===== config.mk =====
export PLATFORM = sky130hd
export DESIGN_NAME = grey_counter_nbit
export DESIGN_NICKNAME = d
export VERILOG_FILES = /design/src/rtl/grey_counter_pkg.sv /design/src/rtl/grey_step_calc.sv /design/src/rtl/grey_counter_nbit.sv
export SDC_FILE = /design/constraint.sdc
export NUM_CORES = 1
export LEC_CHECK = 0
export BUFFER_PORTS_ARGS = -buffer_cell sky130_fd_sc_hd__buf_2
export CORE_MARGIN = 2
export CORE_UTILIZATION = 46
export DETAILED_ROUTE_END_ITERATION = 6
export PLACE_DENSITY = 0.74
export SYNTH_ARGS = -nofsm -noshare
export SYNTH_HDL_FRONTEND = slang
export SYNTH_HIERARCHICAL = 1
export SYNTH_SLANG_ARGS = --single-unit

===== constraint.sdc =====
create_clock -name i_clk -period 1.8 [get_ports i_clk]
set_clock_uncertainty 0.1 [all_clocks]
set_input_delay 0.09 -clock i_clk [delete_from_list [all_inputs] [get_ports i_clk]]
set_output_delay 0.09 -clock i_clk [all_outputs]
set_load 0.02 [all_outputs]

===== src/rtl/grey_counter_pkg.sv =====
`default_nettype none
// ============================================================================
//  Module      : grey_counter_pkg
//  Description : Shared types and helpers for the Gray counter family.
//                - state_e  : stream FSM states (PRIME, RUN, DONE)
//                - bin2grey : binary-to-Gray conversion, shared with the
//                             Gray encoder/decoder blocks
//  Revision    : 1.0  initial release
// ============================================================================
package grey_counter_pkg;

  // Widest operand the shared helper accepts; callers truncate to their N.
  localparam int unsigned MAX_W = 32;

  typedef enum logic [1:0] {
    PRIME = 2'd0,
    RUN   = 2'd1,
    DONE  = 2'd2
  } state_e;

  function automatic logic [MAX_W-1:0] bin2grey(input logic [MAX_W-1:0] b);
    return b ^ (b >> 1);
  endfunction

endpackage
`default_nettype wire


===== src/rtl/grey_step_calc.sv =====
`default_nettype none
// ============================================================================
//  Module      : grey_step_calc
//  Description : Combinational next-count calculator for grey_counter_nbit.
//  Ports       : i_bin        current binary count
//                i_up         1 = increment, 0 = decrement
//                i_wrap       1 = wrap at range ends, 0 = saturate
//                o_next_bin   next binary count (held when saturating)
//                o_next_grey  Gray code of o_next_bin
//                o_at_end     count sits at the endpoint in direction i_up
//                o_wrap_evt   stepping now would wrap around
//  Revision    : 1.0  initial release
// ============================================================================
module grey_step_calc
  import grey_counter_pkg::*;
#(
  parameter int N = 4
) (
  input  logic [N-1:0] i_bin,
  input  logic         i_up,
  input  logic         i_wrap,
  output logic [N-1:0] o_next_bin,
  output logic [N-1:0] o_next_grey,
  output logic         o_at_end,
  output logic         o_wrap_evt
);

  logic [MAX_W-1:0] w_bin_ext;

  always_comb begin
    o_at_end   = i_up ? (&i_bin) : ~(|i_bin);
    o_wrap_evt = o_at_end & i_wrap;

    // N-bit modulo arithmetic provides the wrap-around for free; only the
    // saturating endpoint needs an explicit hold.
    if (o_at_end && !i_wrap) begin
      o_next_bin = i_bin;
    end else if (i_up) begin
      o_next_bin = i_bin + N'(1);
    end else begin
      o_next_bin = i_bin - N'(1);
    end

    w_bin_ext          = '0;
    w_bin_ext[N-1:0]   = o_next_bin;
    o_next_grey        = N'(bin2grey(w_bin_ext));
  end

endmodule
`default_nettype wire


===== src/rtl/grey_counter_nbit.sv =====
`default_nettype none
// ============================================================================
//  Module      : grey_counter_nbit
//  Description : Registered N-bit up/down counter offering each count and its
//                Gray code over a valid/ready stream; parallel load, wrap or
//                saturate, terminal-count flag and wrap pulse.
//  Ports       : i_clk, i_rst_n   clock, synchronous active-low reset
//                i_en, i_up       count enable, direction
//                i_wrap           wrap (1) or saturate (0) at range ends
//                i_load,
//                i_load_val       parallel load (priority over counting)
//                i_ready          downstream accepts current offer
//                o_valid          offer present (state RUN)
//                o_bin, o_grey    registered count and its Gray code
//                o_tc             terminal count (combinational)
//                o_wrapped        one-cycle pulse with a wrapped value
//  Revision    : 1.0  initial release
// ============================================================================
module grey_counter_nbit
  import grey_counter_pkg::*;
#(
  parameter int N = 4
) (
  input  logic         i_clk,
  input  logic         i_rst_n,
  input  logic         i_en,
  input  logic         i_up,
  input  logic         i_wrap,
  input  logic         i_load,
  input  logic [N-1:0] i_load_val,
  input  logic         i_ready,
  output logic         o_valid,
  output logic [N-1:0] o_bin,
  output logic [N-1:0] o_grey,
  output logic         o_tc,
  output logic         o_wrapped
);

  state_e         state_q, state_d;
  logic [N-1:0]   bin_q, bin_d;
  logic [N-1:0]   grey_q, grey_d;
  logic           wrapped_q, wrapped_d;

  logic [N-1:0]     step_bin, step_grey;
  logic             at_end, wrap_evt;
  logic             xfer;
  logic [MAX_W-1:0] load_ext;

  grey_step_calc #(.N(N)) u_step (
    .i_bin       (bin_q),
    .i_up        (i_up),
    .i_wrap      (i_wrap),
    .o_next_bin  (step_bin),
    .o_next_grey (step_grey),
    .o_at_end    (at_end),
    .o_wrap_evt  (wrap_evt)
  );

  always_comb begin
    o_valid = (state_q == RUN);
    xfer    = o_valid & i_ready;

    load_ext        = '0;
    load_ext[N-1:0] = i_load_val;

    state_d   = state_q;
    bin_d     = bin_q;
    grey_d    = grey_q;
    wrapped_d = 1'b0;   // pulse lasts only the cycle the wrapped value appears

    if (i_load) begin
      // Load wins in every state; a coinciding transfer is simply consumed.
      state_d = RUN;
      bin_d   = i_load_val;
      grey_d  = N'(bin2grey(load_ext));
    end else begin
      case (state_q)
        PRIME: state_d = RUN;
        RUN: begin
          if (xfer && i_en) begin
            if (at_end && !i_wrap) begin
              state_d = DONE;
            end else begin
              bin_d     = step_bin;
              grey_d    = step_grey;
              wrapped_d = wrap_evt;
            end
          end
        end
        DONE:    state_d = DONE;
        default: state_d = PRIME;
      endcase
    end
  end

  always_ff @(posedge i_clk) begin
    if (!i_rst_n) begin
      state_q   <= PRIME;
      bin_q     <= '0;
      grey_q    <= '0;
      wrapped_q <= 1'b0;
    end else begin
      state_q   <= state_d;
      bin_q     <= bin_d;
      grey_q    <= grey_d;
      wrapped_q <= wrapped_d;
    end
  end

  assign o_bin     = bin_q;
  assign o_grey    = grey_q;
  assign o_wrapped = wrapped_q;
  assign o_tc      = at_end;

endmodule
`default_nettype wire


==> flow_summary_export.csv <==
group,metric,value,unit
floorplanning,fp.coreArea,1730,sq um
hold_path,worstHoldPathType,"primary input to flip-flop",
sta,max-slew-margin-rel,65.7,%
sta,drv_slew,0,
global_routing,antenna_found_initial,0,
clock_network,htreeDepth,1,
synth,synth_nets,117,
final_layout,syn2layout_area_growth,42.3,%
floorplanning,die_h,46.7,microns
worst_setup_path,worstPathArrival,2.00,ns
global_routing,grt_util_met2,37.2,%
worst_setup_path,cp_num_buf_inv,1,
synth,synth_most_common_cell,"o21ai_0",
routing,vias,931,
synth,ys_types,33,
routing,firstDrtPassIters,4,
floorplanning,rows,15,
placement,dp.cells,151,
placement,hpwl,1610,microns
synth,netlist_instances,101,
worst_setup_path,critPathMaxFanout,4,
power,power_density,676,nW/um^2
synth,netlist_area,837,sq um
status,violations,"negative setup slack",
worst_setup_path,r2r_setup_slack,-0.13,ns
global_routing,track_usage,24.2,%
global_routing,grt_pass1_vias,853,
global_routing,met3_usage,7.45,%
placement,place_area,1020,sq um
final_layout,antenna_cells,0,
synth,synth_common_cells,"o21ai_0 (14), dfxtp_1 (11), inv_1 (10)",
global_routing,grt.overflow.total,0,
placement,dp_slack,-0.135,ns
synth,synth.avg_cell_area,8.29,sq um
synth,yosysSeqAreaShare,26.3,%
synth,synth-edff-count,0,
worst_setup_path,end_kind,"flip-flop",
final_layout,final_nets,154,
sta,fin_crit_sh,107,%
sta,worst_slew_pin_slew,0.512,ns
worst_setup_path,crit_family,"adder cells",
sta,final.setup.worst_slack,-0.133,ns
synth,ys.flop_type,"dfxtp_1",
status,status,"complete, but fails checks",
worst_setup_path,crit_slowest_cell,"fa_2",
synth,yosysWarnings,6,
worst_setup_path,slowest_delay,0.59,ns
global_routing,grt_max_degree,14,
power,power,0.000806,W
sta,rsz0062_at_grt,"true",
synth,ys_ff_latch,11,
routing,wl_per_cell,15.4,microns
clock_network,cts.path.max_buffers,2,
synth,async_reset_ff_share,0,%
sta,max_freq,517,MHz
floorplanning,chipWidth,46.7,microns
final_layout,final_cell_area,1190,sq um
clock_network,cts_buffers,3,
sta,hold_viol_final,0,
synth,synthDominantCellAreaShare,26.3,%
floorplanning,die_area,2180,sq um
routing,via_per_inst,5.75,
global_routing,grt-busiest-layer,"met2",
power,p_leak,0.514,nW
routing,drc,0,
final_layout,drive_above_1_share,43.1,%
worst_setup_path,required,1.86,ns
routing,postRouteAntennaNets,0,
synth,synth_top_area_cell,"dfxtp_1",
sta,period_minus_slack,1.93,ns
clock_network,cts_tree,"yes",
clock_network,clkTransAtPathRegs,0.07,ns
final_layout,final_cells,162,
job,cap_violations,0,
global_routing,grt_pass1_wl,3770,microns
synth,synth_area_leaders,"dfxtp_1 (26%), o21ai_0 (8.4%), xnor2_1 (7.3%)",
routing,drt-total-wl,2500,microns
worst_setup_path,worstSetupPathType,"flip-flop to flip-flop",
final_layout,nFillCells,144,
clock_network,root_buffer,"clkbuf_4",
global_routing,met1_usage,31.4,%
placement,io_buffers,21,
power,vdd_drop_max,0.450,mV
placement,globalplace.congestion,0.912,
routing,drtIter0Drc,53,
clock_network,insertion_delay,0.27,ns
clock_network,cts_num_sinks,11,
worst_setup_path,cp_cell_sequence,"inv_2, fa_2, a21oi_4, xnor2_1, nor2_1, a31oi_1, a221oi_1",
worst_setup_path,cp-start-kind,"flip-flop",
sta,setup_violations,3,
floorplanning,start_util,48.5,%
floorplanning,io_pins,22,
## per-layer routing
| layer | share of wire (%) | wire, microns |
|---|---|---|
| met5 | 0 | 0 |
| met3 | 6.4 | 161 |
| met4 | 4.1 | 103 |
| met1 | 41 | 1030 |
| met2 | 48 | 1200 |
## cell type report
class | count | area [sq um] | share of cell area, %
multi-input combinational | 75 | 626 | 52.5
timing repair buffer | 37 | 240 | 20.2
sequential | 11 | 230 | 19.3
inverter | 10 | 37.5 | 3.15
tap | 25 | 31.3 | 2.63
clock buffer | 4 | 26.3 | 2.21
## cell usage in the layout, fill, tap and decap left out, types with 2 or more instances in the layout
cell type  netlist  layout
nor2_1           3       3
buf_6            1       4
dfxtp_4          0       2
buf_2            2      22
o21ai_0         14       4
a221oi_1         3       3
nor4_4           1       2
xnor2_1          7       5
a31oi_1          9       9
buf_4            1      10
clkbuf_4         0       3
ha_1             4       3
inv_2            0       3
o21ai_1          4      13
inv_1           10       7
a21oi_1          9       7
nand2_1          2       2
nand3_1          2       2
dfxtp_1         11       7
dfxtp_2          0       2
## state kept, by name (all words and copies together), names as in the netlist
name	count
o_grey	4
o_wrapped	1
o_bin	4
state_q	2
## worst paths after layout
path,from,endpoint,depth (start not counted)
min reg2reg,o_grey[3]$_SDFFE_PN0P_,o_grey[3]$_SDFFE_PN0P_,2
max reg2reg,o_bin[1]$_SDFFE_PN0P_,o_grey[0]$_SDFFE_PN0P_,7
max,o_bin[1]$_SDFFE_PN0P_,o_grey[0]$_SDFFE_PN0P_,7
min,i_load_val[3],o_grey[2]$_SDFFE_PN0P_,3
## through the flow
stage	utilization, %	setup TNS, ns	hold slack (ns)
2_1_floorplan	-	0	0.118
3_3_place_gp	59.1	-0.0989	0.303
3_5_place_dp	59.1	-0.336	0.285
4_1_cts	65.2	-0.206	0.0288
5_1_grt	69.0	-0.724	0.0406
6_report	69.0	-0.292	0.0324
## cell families (layout without fill, tap and decap cells)
family / Yosys count / count (layout) / share of synthesized area [%]
AOI/OAI and AO/OA: 42 / 42 / 28.7
and+or+nand+nor: 18 / 18 / 14.7
buffers and inverters: 15 / 51 / 9.72
DFF: 11 / 11 / 26.3
xor gates and xnor gates: 8 / 8 / 8.37
adders and majority gates: 5 / 5 / 8.37
muxes: 2 / 2 / 3.89
## where the power goes
group | leakage [nW] | switching (W) | total [W] | internal, W
combinational | 0.406 | 0.000186 | 0.000349 | 0.000163
clock | 0.0150 | 0.0000879 | 0.000174 | 0.0000859
sequential | 0.0929 | 0.0000210 | 0.000283 | 0.000262
total | 0.514 | 0.000295 | 0.000806 | 0.000511
## tightest hold or removal path, cell delays in order
cell,delay (ns)
buf_2,0.09
xnor2_1,0.11
a221oi_1,0.06
## what timing repair did
action	CTS	global route
setup endpoints to repair	5	12
buffers inserted	3	2
resized for setup	14	13
gates cloned	1	0
hold endpoints to repair	1	0
hold buffers	1	0
pin swaps	9	9
Power figures use the tool's default switching activity.
